## src/rtl/alu_pkg.sv

```systemverilog
// Shared types and defaults for the ALU issue/writeback stage.
package alu_pkg;

    localparam int unsigned DATA_W_DEF = 32;
    localparam int unsigned REG_N_DEF  = 8;
    localparam int unsigned RA_W_DEF   = $clog2(REG_N_DEF);

    // ALU control encodings; any op with bit 2 set is reserved.
    typedef enum logic [2:0] {
        ALU_ADD = 3'b000,
        ALU_SUB = 3'b001,
        ALU_AND = 3'b010,
        ALU_OR  = 3'b011
    } alu_op_e;

    // Instruction held in the EX pipeline register.
    typedef struct packed {
        logic [2:0]            op;
        logic [RA_W_DEF-1:0]   rd;
        logic [RA_W_DEF-1:0]   rs1;
        logic [RA_W_DEF-1:0]   rs2;
        logic                  use_imm;
        logic [DATA_W_DEF-1:0] imm;
    } ex_t;

endpackage

```

## src/rtl/alu_regfile.sv

```systemverilog
// Architectural register file: two operand read ports, one debug read port, one write port.
// r0 is never written, so it always reads zero.
module alu_regfile
    import alu_pkg::*;
#(
    parameter int unsigned DATA_W = DATA_W_DEF,
    parameter int unsigned REG_N  = REG_N_DEF,
    localparam int unsigned RA_W  = $clog2(REG_N)
) (
    input  logic              clk,
    input  logic              rst_n,
    input  logic [RA_W-1:0]   raddr_a,
    output logic [DATA_W-1:0] rdata_a,
    input  logic [RA_W-1:0]   raddr_b,
    output logic [DATA_W-1:0] rdata_b,
    input  logic [RA_W-1:0]   dbg_raddr,
    output logic [DATA_W-1:0] dbg_rdata,
    input  logic              we,
    input  logic [RA_W-1:0]   waddr,
    input  logic [DATA_W-1:0] wdata
);

    logic [DATA_W-1:0] rf_q [REG_N];
    logic [DATA_W-1:0] rf_d [REG_N];

    // Next-state: single write port, writes to r0 dropped.
    always_comb begin
        rf_d = rf_q;
        if (we && (waddr != '0)) begin
            rf_d[waddr] = wdata;
        end
        rf_d[0] = '0;
    end

    // Register storage with asynchronous clear.
    always_ff @(posedge clk or negedge rst_n) begin
        if (!rst_n) begin
            for (int i = 0; i < int'(REG_N); i++) begin
                rf_q[i] <= '0;
            end
        end else begin
            rf_q <= rf_d;
        end
    end

    // Combinational read ports.
    always_comb begin
        rdata_a   = rf_q[raddr_a];
        rdata_b   = rf_q[raddr_b];
        dbg_rdata = rf_q[dbg_raddr];
    end

endmodule

```

## src/rtl/alu_issue_stage.sv

```systemverilog
// Issue/writeback stage wrapped around an external combinational ALU.
// EX holds the issued instruction and drives the ALU; WB captures the result and
// commits it to the register file when the downstream sink accepts it.
module alu_issue_stage
    import alu_pkg::*;
#(
    parameter int unsigned DATA_W = DATA_W_DEF,
    parameter int unsigned REG_N  = REG_N_DEF,
    localparam int unsigned RA_W  = $clog2(REG_N)
) (
    input  logic              clk,
    input  logic              rst_n,
    input  logic              in_valid,
    output logic              in_ready,
    input  logic [2:0]        in_op,
    input  logic [RA_W-1:0]   in_rd,
    input  logic [RA_W-1:0]   in_rs1,
    input  logic [RA_W-1:0]   in_rs2,
    input  logic              in_use_imm,
    input  logic [DATA_W-1:0] in_imm,
    output logic [DATA_W-1:0] alu_a,
    output logic [DATA_W-1:0] alu_b,
    output logic [2:0]        alu_ctrl,
    input  logic [DATA_W-1:0] alu_q,
    output logic              wb_valid,
    input  logic              wb_ready,
    output logic [RA_W-1:0]   wb_rd,
    output logic [DATA_W-1:0] wb_data,
    input  logic [RA_W-1:0]   dbg_raddr,
    output logic [DATA_W-1:0] dbg_rdata
);

    ex_t               ex_q, ex_d;
    logic              ex_valid_q, ex_valid_d;
    logic              wb_valid_q, wb_valid_d;
    logic [RA_W-1:0]   wb_rd_q, wb_rd_d;
    logic [DATA_W-1:0] wb_data_q, wb_data_d;

    logic              wb_adv;
    logic              commit;
    logic [DATA_W-1:0] rf_a, rf_b;
    logic [DATA_W-1:0] op_a, op_b;

    alu_regfile #(
        .DATA_W (DATA_W),
        .REG_N  (REG_N)
    ) u_regfile (
        .clk       (clk),
        .rst_n     (rst_n),
        .raddr_a   (ex_q.rs1),
        .rdata_a   (rf_a),
        .raddr_b   (ex_q.rs2),
        .rdata_b   (rf_b),
        .dbg_raddr (dbg_raddr),
        .dbg_rdata (dbg_rdata),
        .we        (commit),
        .waddr     (wb_rd_q),
        .wdata     (wb_data_q)
    );

    // Handshake, operand fetch with forwarding from the pending WB result, ALU drive.
    // Forwarding uses the current WB value, which is also what commits this edge.
    always_comb begin
        wb_adv   = !wb_valid_q || wb_ready;
        in_ready = !ex_valid_q || wb_adv;
        commit   = wb_valid_q && wb_ready;

        op_a = rf_a;
        if (wb_valid_q && (wb_rd_q == ex_q.rs1) && (ex_q.rs1 != '0)) begin
            op_a = wb_data_q;
        end
        op_b = rf_b;
        if (wb_valid_q && (wb_rd_q == ex_q.rs2) && (ex_q.rs2 != '0)) begin
            op_b = wb_data_q;
        end
        if (ex_q.use_imm) begin
            op_b = ex_q.imm;
        end

        alu_a    = '0;
        alu_b    = '0;
        alu_ctrl = '0;
        if (ex_valid_q) begin
            alu_a    = op_a;
            alu_b    = op_b;
            alu_ctrl = ex_q.op;
        end
    end

    // Next-state for EX and WB pipeline registers.
    always_comb begin
        ex_d       = ex_q;
        ex_valid_d = ex_valid_q;
        wb_valid_d = wb_valid_q;
        wb_rd_d    = wb_rd_q;
        wb_data_d  = wb_data_q;

        if (in_ready) begin
            ex_valid_d = in_valid;
            if (in_valid) begin
                ex_d.op      = in_op;
                ex_d.rd      = in_rd;
                ex_d.rs1     = in_rs1;
                ex_d.rs2     = in_rs2;
                ex_d.use_imm = in_use_imm;
                ex_d.imm     = in_imm;
            end
        end

        if (wb_adv) begin
            wb_valid_d = 1'b0;
            // Reserved ops (bit 2 set) retire silently without a WB result.
            if (ex_valid_q && !ex_q.op[2]) begin
                wb_valid_d = 1'b1;
                wb_rd_d    = ex_q.rd;
                wb_data_d  = alu_q;
            end
        end
    end

    // Pipeline state registers.
    always_ff @(posedge clk or negedge rst_n) begin
        if (!rst_n) begin
            ex_q       <= '0;
            ex_valid_q <= 1'b0;
            wb_valid_q <= 1'b0;
            wb_rd_q    <= '0;
            wb_data_q  <= '0;
        end else begin
            ex_q       <= ex_d;
            ex_valid_q <= ex_valid_d;
            wb_valid_q <= wb_valid_d;
            wb_rd_q    <= wb_rd_d;
            wb_data_q  <= wb_data_d;
        end
    end

    assign wb_valid = wb_valid_q;
    assign wb_rd    = wb_rd_q;
    assign wb_data  = wb_data_q;

endmodule

```

## config.mk

```make
export PLATFORM = sky130hd
export DESIGN_NAME = alu_issue_stage
export DESIGN_NICKNAME = d
export VERILOG_FILES = /design/src/rtl/alu_pkg.sv /design/src/rtl/alu_regfile.sv /design/src/rtl/alu_issue_stage.sv
export SDC_FILE = /design/constraint.sdc
export NUM_CORES = 1
export LEC_CHECK = 0
export CAP_MARGIN = 20
export CELL_PAD_IN_SITES_DETAIL_PLACEMENT = 2
export CELL_PAD_IN_SITES_GLOBAL_PLACEMENT = 2
export CORE_MARGIN = 10
export CORE_UTILIZATION = 41
export CTS_CLUSTER_SIZE = 16
export DETAILED_ROUTE_END_ITERATION = 10
export GPL_TIMING_DRIVEN = 0
export PLACE_DENSITY = 0.83
export REMOVE_ABC_BUFFERS = 1
export SYNTH_ARGS = -nofsm -noshare
export SYNTH_HDL_FRONTEND = slang
export SYNTH_SLANG_ARGS = --single-unit
```

## constraint.sdc

```tcl
create_clock -name clk -period 3.9 [get_ports clk]
set_input_delay 0.78 -clock clk [delete_from_list [all_inputs] [get_ports clk]]
set_output_delay 0.78 -clock clk [all_outputs]
set_load 0.005 [all_outputs]
```

# After elaboration in Yosys (flattened, before gate mapping)
# Cells that the tools add are included.
# classes
n_addsub,0
bitwise,4
n_reduce_logical,18
n_div,0
shift,0
order_cmp,5
n_eq_ne,2
multipliers,0
mux,19
# ops
cell,count
2-to-1 mux 32 bit,12
binary-select mux 32 bit (select 3 bit),3
bitwise mux 256 bit,1
demux 32 bit (select 3 bit),1
">= comparator 4 bit, second input constant",4
inverter 3 -> 4 bit,4
nonzero test 3 bit,3
logical AND 1 bit,8
equality test 3 bit,2
"< comparator 4 x 1 -> 1 bit, second input constant",1
AND reduction 2 bit,2
logical NOT 1 bit,3
2-to-1 mux 3 bit,1
logical OR 1 bit,2
2-to-1 mux 1 bit,1
# totals
n_memories,0
latchBits,0
output_inout_bits,136
ff_bits,306
romBits,0
mem_bits_rw,0
elab_cells,65

# Longest topological paths before layout
# Gate-level depths: netlist of the first run.
# depth
depth_word,7
depth_mapped,8
mapped_depth_nobuf,5

# By module
# From an unflattened synthesis of the first run, not the netlist that was laid out.
# hier_totals
hier_cells,1523
hier_area_um2,18758.0
# modules_own_cells
mod,cells_per_inst,seq_area_each_um2,instances,area_per_inst_um2
alu_regfile,1063,5605.4,1,14044.7
alu_issue_stage,460,2052.0,1,4713.3

# Worst setup path after synthesis of the first run
# OpenSTA, ideal clock, no wires.
# synth_timing
path_type,input to output
startpoint,input port dbg_raddr[0]
endpoint,output port dbg_rdata[27]
setup_slack_ps,1164
arrival_ps,1956
path_stages,5
path_cell_list,buf_2 -> buf_2 -> mux4_2 -> nand2_1 -> o21ai_0
# synth_between
elab_chain_len,4
# synth_lines
element,line,text
start: declaration,alu_issue_stage.sv:29,"input logic [RA_W-1:0] dbg_raddr,"
inverter 3 -> 4 bit (not written as such),alu_regfile.sv:50,dbg_rdata = rf_q[dbg_raddr];
binary-select mux 32 bit (select 3 bit),alu_regfile.sv:50,
2-to-1 mux 32 bit (not written as such) (2 in a row),alu_regfile.sv:50,
end: declaration,alu_issue_stage.sv:30,output logic [DATA_W-1:0] dbg_rdata
# Every way passes these cells. The select of a mux whose other input is x is not followed.

# Worst setup path in the final report of the first run
# layout_timing
startpoint,register ex_q[33] (netlist name)
endpoint,output port alu_b[11]
# layout_between
elab_chain_len,7
elab_cells_between_ends,11
cone_classes,1 x eq/ne; 6 x mux; 1 x bitwise; 3 x reduce/logical
# layout_lines
element,line,text
start: declaration,alu_issue_stage.sv:33,"ex_t ex_q, ex_d;"
start signal: assignment,alu_issue_stage.sv:124,ex_q <= '0;
start signal: assignment,alu_issue_stage.sv:130,ex_q <= ex_d;
inverter 3 -> 4 bit (not written as such),alu_regfile.sv:49,rdata_b = rf_q[raddr_b];
binary-select mux 32 bit (select 3 bit),alu_regfile.sv:49,
2-to-1 mux 32 bit (not written as such) (2 in a row),alu_regfile.sv:49,
2-to-1 mux 32 bit (*),alu_issue_stage.sv:73,if (wb_valid_q && (wb_rd_q == ex_q.rs2) && (ex_q.rs2 != '0)) begin
2-to-1 mux 32 bit (*),alu_issue_stage.sv:76,if (ex_q.use_imm) begin
2-to-1 mux 32 bit (*),alu_issue_stage.sv:83,if (ex_valid_q) begin
end: declaration,alu_issue_stage.sv:22,"output logic [DATA_W-1:0] alu_b,"
# Mark *: on every way between the ends. The rest lies on a longest branch, timed or not. The select of a mux whose other input is x is not followed.

==> results_dict.tcl, run 1 <==
set metrics [dict create \
    numPortBuffers 219 \
    mappedNetlistArea_mm2 0.0179 \
    yosysTopAreaCell "dfrtp_1" \
    worst_r2r_endpoint "wb_data[3]" \
    grt_start_max_net_pins 117 \
    critPathArrivalTime_ns 3.07 \
    slowest_stage "clkdlybuf4s50_1" \
    drt_iter0_markers 1038 \
    antenna_found_initial 1 \
    synth-edff-count 0 \
    start_util_pct 41.5 \
    grt_overflow 0 \
    diodes 0 \
    ioPinCount 220 \
    cts_buffers 39 \
    drive_gt1_share_pct 38.2 \
    final.setup.tns_ns 0 \
    dr.pass1.iters 5 \
    synth_cell_types 38 \
    synth_top_area_share_pct 42.8 \
    synth_async_sr_flop_share_pct 100 \
    drv_cap 0 \
    via_per_inst 6.46 \
    rr_startpoint "ex_valid_q" \
    synth.area.top_cells "dfrtp_1, mux2_2, mux4_2" \
    cp.required_ns 3.12 \
    clock_path_buffers 3 \
    leakage_nw 9.32 \
    skew_ns 0.0245 \
    r2r_cells 4 \
    htreeDepth 2 \
    drtAntennaViolNets 0 \
    final-seq-area_mm2 0.00768 \
    fillCellCount 3972 \
    wirelength_um 78300 \
    hold_class "primary input to async pin" \
    cp_max_fo 23 \
    clock-sinks 306 \
    final_core_util_pct 53.0 \
    timing_hold_violations_final 0 \
    yosys_warnings 0 \
    num-nets-final 1742 \
    synth_area_per_cell_um2 12.0 \
    max_stage_delay_ns 0.57 \
    max_freq_mhz 260 \
    synthCells 1497 \
    p_total_mw 17.4 \
    multiInputGateArea_mm2 0.00957 \
    num_rows 76 \
    tritoncts "built" \
    p_per_area_mw_per_mm2 761 \
    synth_ff_type "dfrtp_1" \
    setup_viol 0 \
    clk_pin_slew_worst_paths_ns 0.06 \
    cp-end-kind "primary output" \
    gp_routability_congestion 0.777 \
    fin_crit_sh_pct 98.6 \
    ys_ff_latch 306 \
    die_w_um 229 \
    reg2reg_slack_ns 1.04 \
    status "finished clean" \
    cts_root_buffer "clkbuf_16" \
    die-area_mm2 0.0524 \
    wl_per_cell_um 34.4 \
    drc_errors 0 \
    dp_hpwl_um 44800 \
    dr_total_vias 14693 \
    dieHeight_um 229 \
    ctsHoldBuffers 0 \
    worst_slew_pin_slew_ns 0.994 \
    slew_viol_final 0 \
    ys_seq_area_share_pct 42.8 \
    grt_pass1_wl_um 116000 \
    startpoint_type "flip-flop" \
    crit_type "flip-flop to primary output" \
    track_usage_pct 28.8 \
    grt_pass1_vias 17193 \
    slew_headroom_pct 33.7 \
    clock_latency_ns 0.58 \
    core_area_mm2 0.0431 \
    worstPathCellList "buf_16 -> buf_16 -> mux2_2 -> a221oi_1 -> a221oi_1 -> nand2_1 -> a21oi_1 -> clkdlybuf4s50_1" \
    peakVddDrop_mv 0.444 \
    period_needed_ns 3.85 \
    area_delta_synth_final_pct 27.7 \
]
repair_timing:
item / in CTS / in global routing
buffers inserted: 23 / 10
setup endpoints to repair: 82 / 39
pin swaps: 3 / 2
gates cloned: 3 / 1
resized for setup: 9 / 24
kinds of logic (layout without fill, tap and decap cells):
logic type	after synthesis	in the layout	share of synthesized area [%]
AO/OA/AOI/OAI	359	359	12.5
XOR/XNOR	4	4	0.196
buffers and inverters	171	362	4.69
flip-flops	306	306	42.8
multiplexers	527	527	36.7
AND/OR/NAND/NOR	130	130	3.05
cell usage in the layout, fill, tap and decap left out, types with 8 or more instances in the layout:
cell type,n
o21ai_1,24
a21oi_1,126
mux4_2,64
clkdlybuf4s50_1,209
a22oi_1,62
dfrtp_1,296
mux2_2,397
a221oi_1,57
buf_4,23
buf_16,20
clkbuf_1,8
clkbuf_16,41
mux2i_1,65
o21ai_0,69
buf_12,19
nand2_1,70
nor2_1,33
cells in the mapped netlist (2+ instances only):
master / number
nor2_1: 40
buf_2: 48
o21ai_1: 25
buf_6: 7
nor2b_1: 5
buf_4: 14
nand2b_1: 4
o21ai_2: 3
a221oi_1: 64
xor2_1: 2
mux2i_1: 65
inv_1: 2
clkbuf_1: 53
xnor2_1: 2
mux4_2: 64
mux2_2: 397
dfrtp_1: 306
a21oi_1: 130
o21ai_0: 70
nand2_1: 70
buf_1: 43
a22oi_1: 62
and2_1: 4
clkbuf_8: 3
critical path: cells and delay by family, from the launching register on:
kind                   cells  cell delay (ns)
flip-flops                 1             0.52
AND/OR/NAND/NOR            1             0.16
buffers and inverters      3             0.95
multiplexers               1             0.24
AO/OA/AOI/OAI              3             0.58
layer usage:
layer | global-route usage, % | wire length, um | vias to the layer above
met1 | 34.6 | 31300 | 7907
li1 | - | - | 5973
met5 | 0 | 13 | -
met3 | 6.55 | 5060 | 189
met2 | 49.0 | 39300 | 622
met4 | 12.0 | 2620 | 2
worst max path at each step:
stage | startpoint | to | slack (ns) | cells after the start
2_1_floorplan | ex_q[33] | alu_b[0] | -1.72 | 5
3_3_place_gp | rst_n | u_regfile.rf_q[127] | -11.70 | 1
3_5_place_dp | dbg_raddr[1] | dbg_rdata[11] | -0.24 | 6
4_1_cts | ex_q[32] | alu_b[11] | 0.005 | 6
5_1_grt | wb_rd[0] | alu_a[7] | -0.05 | 8
6_report | ex_q[33] | alu_b[11] | 0.05 | 8
per-stage QoR:
step | cells | worst slack [ns] | hold WS, ns | cell area [um^2]
final | 2273 | 0.0532 | 0.191 | 22800
after global routing | 2273 | -0.0466 | 0.244 | 22800
after CTS | 2262 | 0.00488 | 0.206 | 22700
after detailed placement | 2165 | -0.245 | 0.491 | 20900
after global placement | 2132 | -11.70 | 0.458 | 20000
after floorplan | 1328 | -1.72 | 0.444 | 17100
flip-flops by register name, indices dropped and copies added, names as in the netlist:
| register | flops |
|---|---|
| wb_valid | 1 |
| wb_data | 32 |
| ex_valid_q | 1 |
| wb_rd | 3 |
| u_regfile.rf_q | 224 |
| ex_q | 45 |
cell type report:
cell class | count | area share (%)
Tap cell | 585 | 3.20
Inverter | 2 | 0.0493
Timing Repair Buffer | 289 | 15.2
Clock inverter | 18 | 1.18
Clock buffer | 53 | 4.82
Multi-Input combinational cell | 1020 | 41.9
Sequential cell | 306 | 33.6
report_power, final:
| part | internal (mW) | switching (mW) | leakage (nW) |
|---|---|---|---|
| clock network | 2.39 | 1.58 | 0.659 |
| registers | 4.50 | 1.89 | 3.74 |
| logic | 3.95 | 3.07 | 4.92 |
| total | 10.8 | 6.54 | 9.32 |
(Power assumes the default switching activity.)
==> inputs of run 2 (changes only) <==
--- a/config.mk
+++ b/config.mk
@@ -9,11 +9,11 @@
 export CELL_PAD_IN_SITES_DETAIL_PLACEMENT = 2
 export CELL_PAD_IN_SITES_GLOBAL_PLACEMENT = 2
 export CORE_MARGIN = 10
-export CORE_UTILIZATION = 41
+export CORE_UTILIZATION = 38
 export CTS_CLUSTER_SIZE = 16
 export DETAILED_ROUTE_END_ITERATION = 10
 export GPL_TIMING_DRIVEN = 0
-export PLACE_DENSITY = 0.83
+export PLACE_DENSITY = 0.78
 export REMOVE_ABC_BUFFERS = 1
 export SYNTH_ARGS = -nofsm -noshare
 export SYNTH_HDL_FRONTEND = slang
==> constraint.sdc (replaced) <==
create_clock -name clk -period 3.91 [get_ports clk]
set_input_delay 0.782 -clock clk [delete_from_list [all_inputs] [get_ports clk]]
set_output_delay 0.782 -clock clk [all_outputs]
set_load 0.005 [all_outputs]
==> run 2 against run 1 <==
Compared with the run above:
- critical path depth is 1 lower
- die area grew 7.2%
- count of clock-buffer cells in the layout is 1 higher
- final area fell by 0.43%
- core utilization is 4.2 points lower
- sequential power decreased by 2%
- clock skew decreased by 0.014 ns
- clock power shrank 4%
- global-route usage down 2.9 points
- register-to-register slack better by 0.13 ns
- first-iteration DRC count increased by 12%
==> results_dict.tcl, run 2 (synthesis gave the netlist of run 1 again) <==
set metrics [dict create \
    status "finished clean" \
    grt_pass1_vias 16331 \
    wirelength_um 74500 \
    cp.required_ns 3.13 \
    clock_latency_ns 0.57 \
    worst_slew_pin_slew_ns 0.919 \
    area_delta_synth_final_pct 27.1 \
    p_comb_share_pct 40.2 \
    tritoncts "built" \
    power.switching_mw 6.17 \
    slew_headroom_pct 38.7 \
    ioPinCount 220 \
    fillCellCount 4476 \
    num-nets-final 1738 \
    cts_root_buffer "clkbuf_16" \
    grt_start_max_net_pins 115 \
    max_freq_mhz 257 \
    dpl_cell_area_mm2 0.0208 \
    dp_hpwl_um 43000 \
    startpoint_type "flip-flop" \
    clockPowerShare_pct 22.7 \
    dr_total_vias 14329 \
    drc_errors 0 \
    setup_viol 0 \
    timing_hold_violations_final 0 \
    hold_class "primary input to async pin" \
    die-area_mm2 0.0562 \
    antenna_found_initial 1 \
    clock-sinks 306 \
    drive_gt1_share_pct 38.4 \
    dr.pass1.iters 5 \
    drtAntennaViolNets 0 \
    regMostFlops "u_regfile.rf_q" \
    final_common_cell "mux2_2" \
    start_util_pct 38.4 \
    die_w_um 237 \
    p_per_area_mw_per_mm2 744 \
    p_seq_share_pct 37.1 \
    via_per_inst 6.25 \
    diodes 0 \
    cp_max_fo 26 \
    placed_cells 2185 \
    grt_pass1_wl_um 111000 \
    slew_viol_final 0 \
    clk_pin_slew_worst_paths_ns 0.06 \
    period_needed_ns 3.89 \
    final_area_mm2 0.0227 \
    grt_overflow 0 \
    clock_path_buffers 3 \
    instances_no_fill 2291 \
    htreeDepth 2 \
    leakage_nw 9.28 \
    num_rows 79 \
    cts_buffers 39 \
    rsz0062_at_grt "true" \
    dieHeight_um 237 \
    drt_iter0_markers 1159 \
    critPathArrivalTime_ns 3.10 \
    cp-end-kind "primary output" \
    layout_common_cells "mux2_2, dfrtp_1, clkdlybuf4s50_1" \
    final_core_util_pct 48.8 \
    skew_ns 0.0106 \
    largest_register_ffs 224 \
    core_area_mm2 0.0466 \
    track_usage_pct 25.9 \
    wl_per_cell_um 32.5 \
    gp_routability_congestion 0.774 \
    peakVddDrop_mv 0.419 \
    p_int_mw 10.7 \
    reg2reg_slack_ns 1.17 \
    fin_crit_sh_pct 99.4 \
    hold_slack_ns 0.228 \
    crit_type "flip-flop to primary output" \
    drv_cap 0 \
    numPortBuffers 219 \
    switching_share_pct 36.5 \
]
-- run 2: cell types whose count changed in the layout (fill, tap and decap cells not counted), sizes merged, moves of 2 or more --
cell,delta
buf,-6
clkinvlp,-3
clkbuf,+2
clkinv,+4
-- run 2: path summary, 6_finish.rpt --
kind | startpoint | to | cells after the start
setup / recovery | wb_rd[1] | alu_a[9] | 7
hold / removal | rst_n | ex_q[29] | 1
setup reg to reg | wb_valid | ex_q[13] | 5
hold reg to reg | ex_q[41] | ex_q[41] | 1
max in group asynchronous | rst_n | ex_q[34] | 2
min in group clk | ex_q[41] | ex_q[41] | 1
-- run 2: repair_timing --
action                     in CTS  in global routing
buffers inserted               26                  4
pin swaps                       4                  2
hold buffers                    0                  0
setup endpoints to repair      95                 45
gates cloned                    4                  1
gates resized for setup        22                 21
-- run 2: critical path, stage by stage, from the launching register on --
cell	delay, ns
dfrtp_2	0.49
or3b_4	0.44
a211oi_4	0.30
o211ai_4	0.13
clkbuf_16	0.23
buf_12	0.18
a21oi_2	0.21
clkdlybuf4s50_1	0.54
-- run 2: layout make-up --
cell class / count / area [um^2] / share of cell area (%)
Clock buffer: 54 / 1120 / 4.95
Clock inverter: 17 / 215 / 0.946
Inverter: 2 / 10.0 / 0.0440
Multi-Input combinational cell: 1021 / 9610 / 42.2
Sequential cell: 306 / 7690 / 33.8
Tap cell: 607 / 759 / 3.34
Timing Repair Buffer: 284 / 3340 / 14.7
-- run 2: stage by stage --
step	power (mW)	setup slack [ns]	setup TNS [ns]
after CTS	16.8	0.000318	0
after global placement	12.0	-12.04	-4586.63
after detailed placement	12.6	-0.597	-11.61
after global routing	17.8	-0.0261	-0.0596
final	16.9	0.0249	0
after floorplan	9.49	-1.71	-80.03
-- run 2: per-layer routing --
metal | vias up | part of all wire, % | GRT usage (%)
met5 | - | 0.017 | 0
met4 | 2 | 3.0 | 7.74
met3 | 152 | 6.6 | 6.03
met2 | 494 | 49 | 43.0
met1 | 7720 | 42 | 33.0
li1 | 5961 | - | -
-- run 2: power groups by stage --
stage	sequential, mW	clock, mW	combinational [mW]
after floorplan	5.68	0	3.81
after global routing	6.48	4.03	7.28
after CTS	6.18	3.90	6.77
after detailed placement	6.29	0	6.33
final	6.27	3.83	6.80
after global placement	6.23	0	5.79
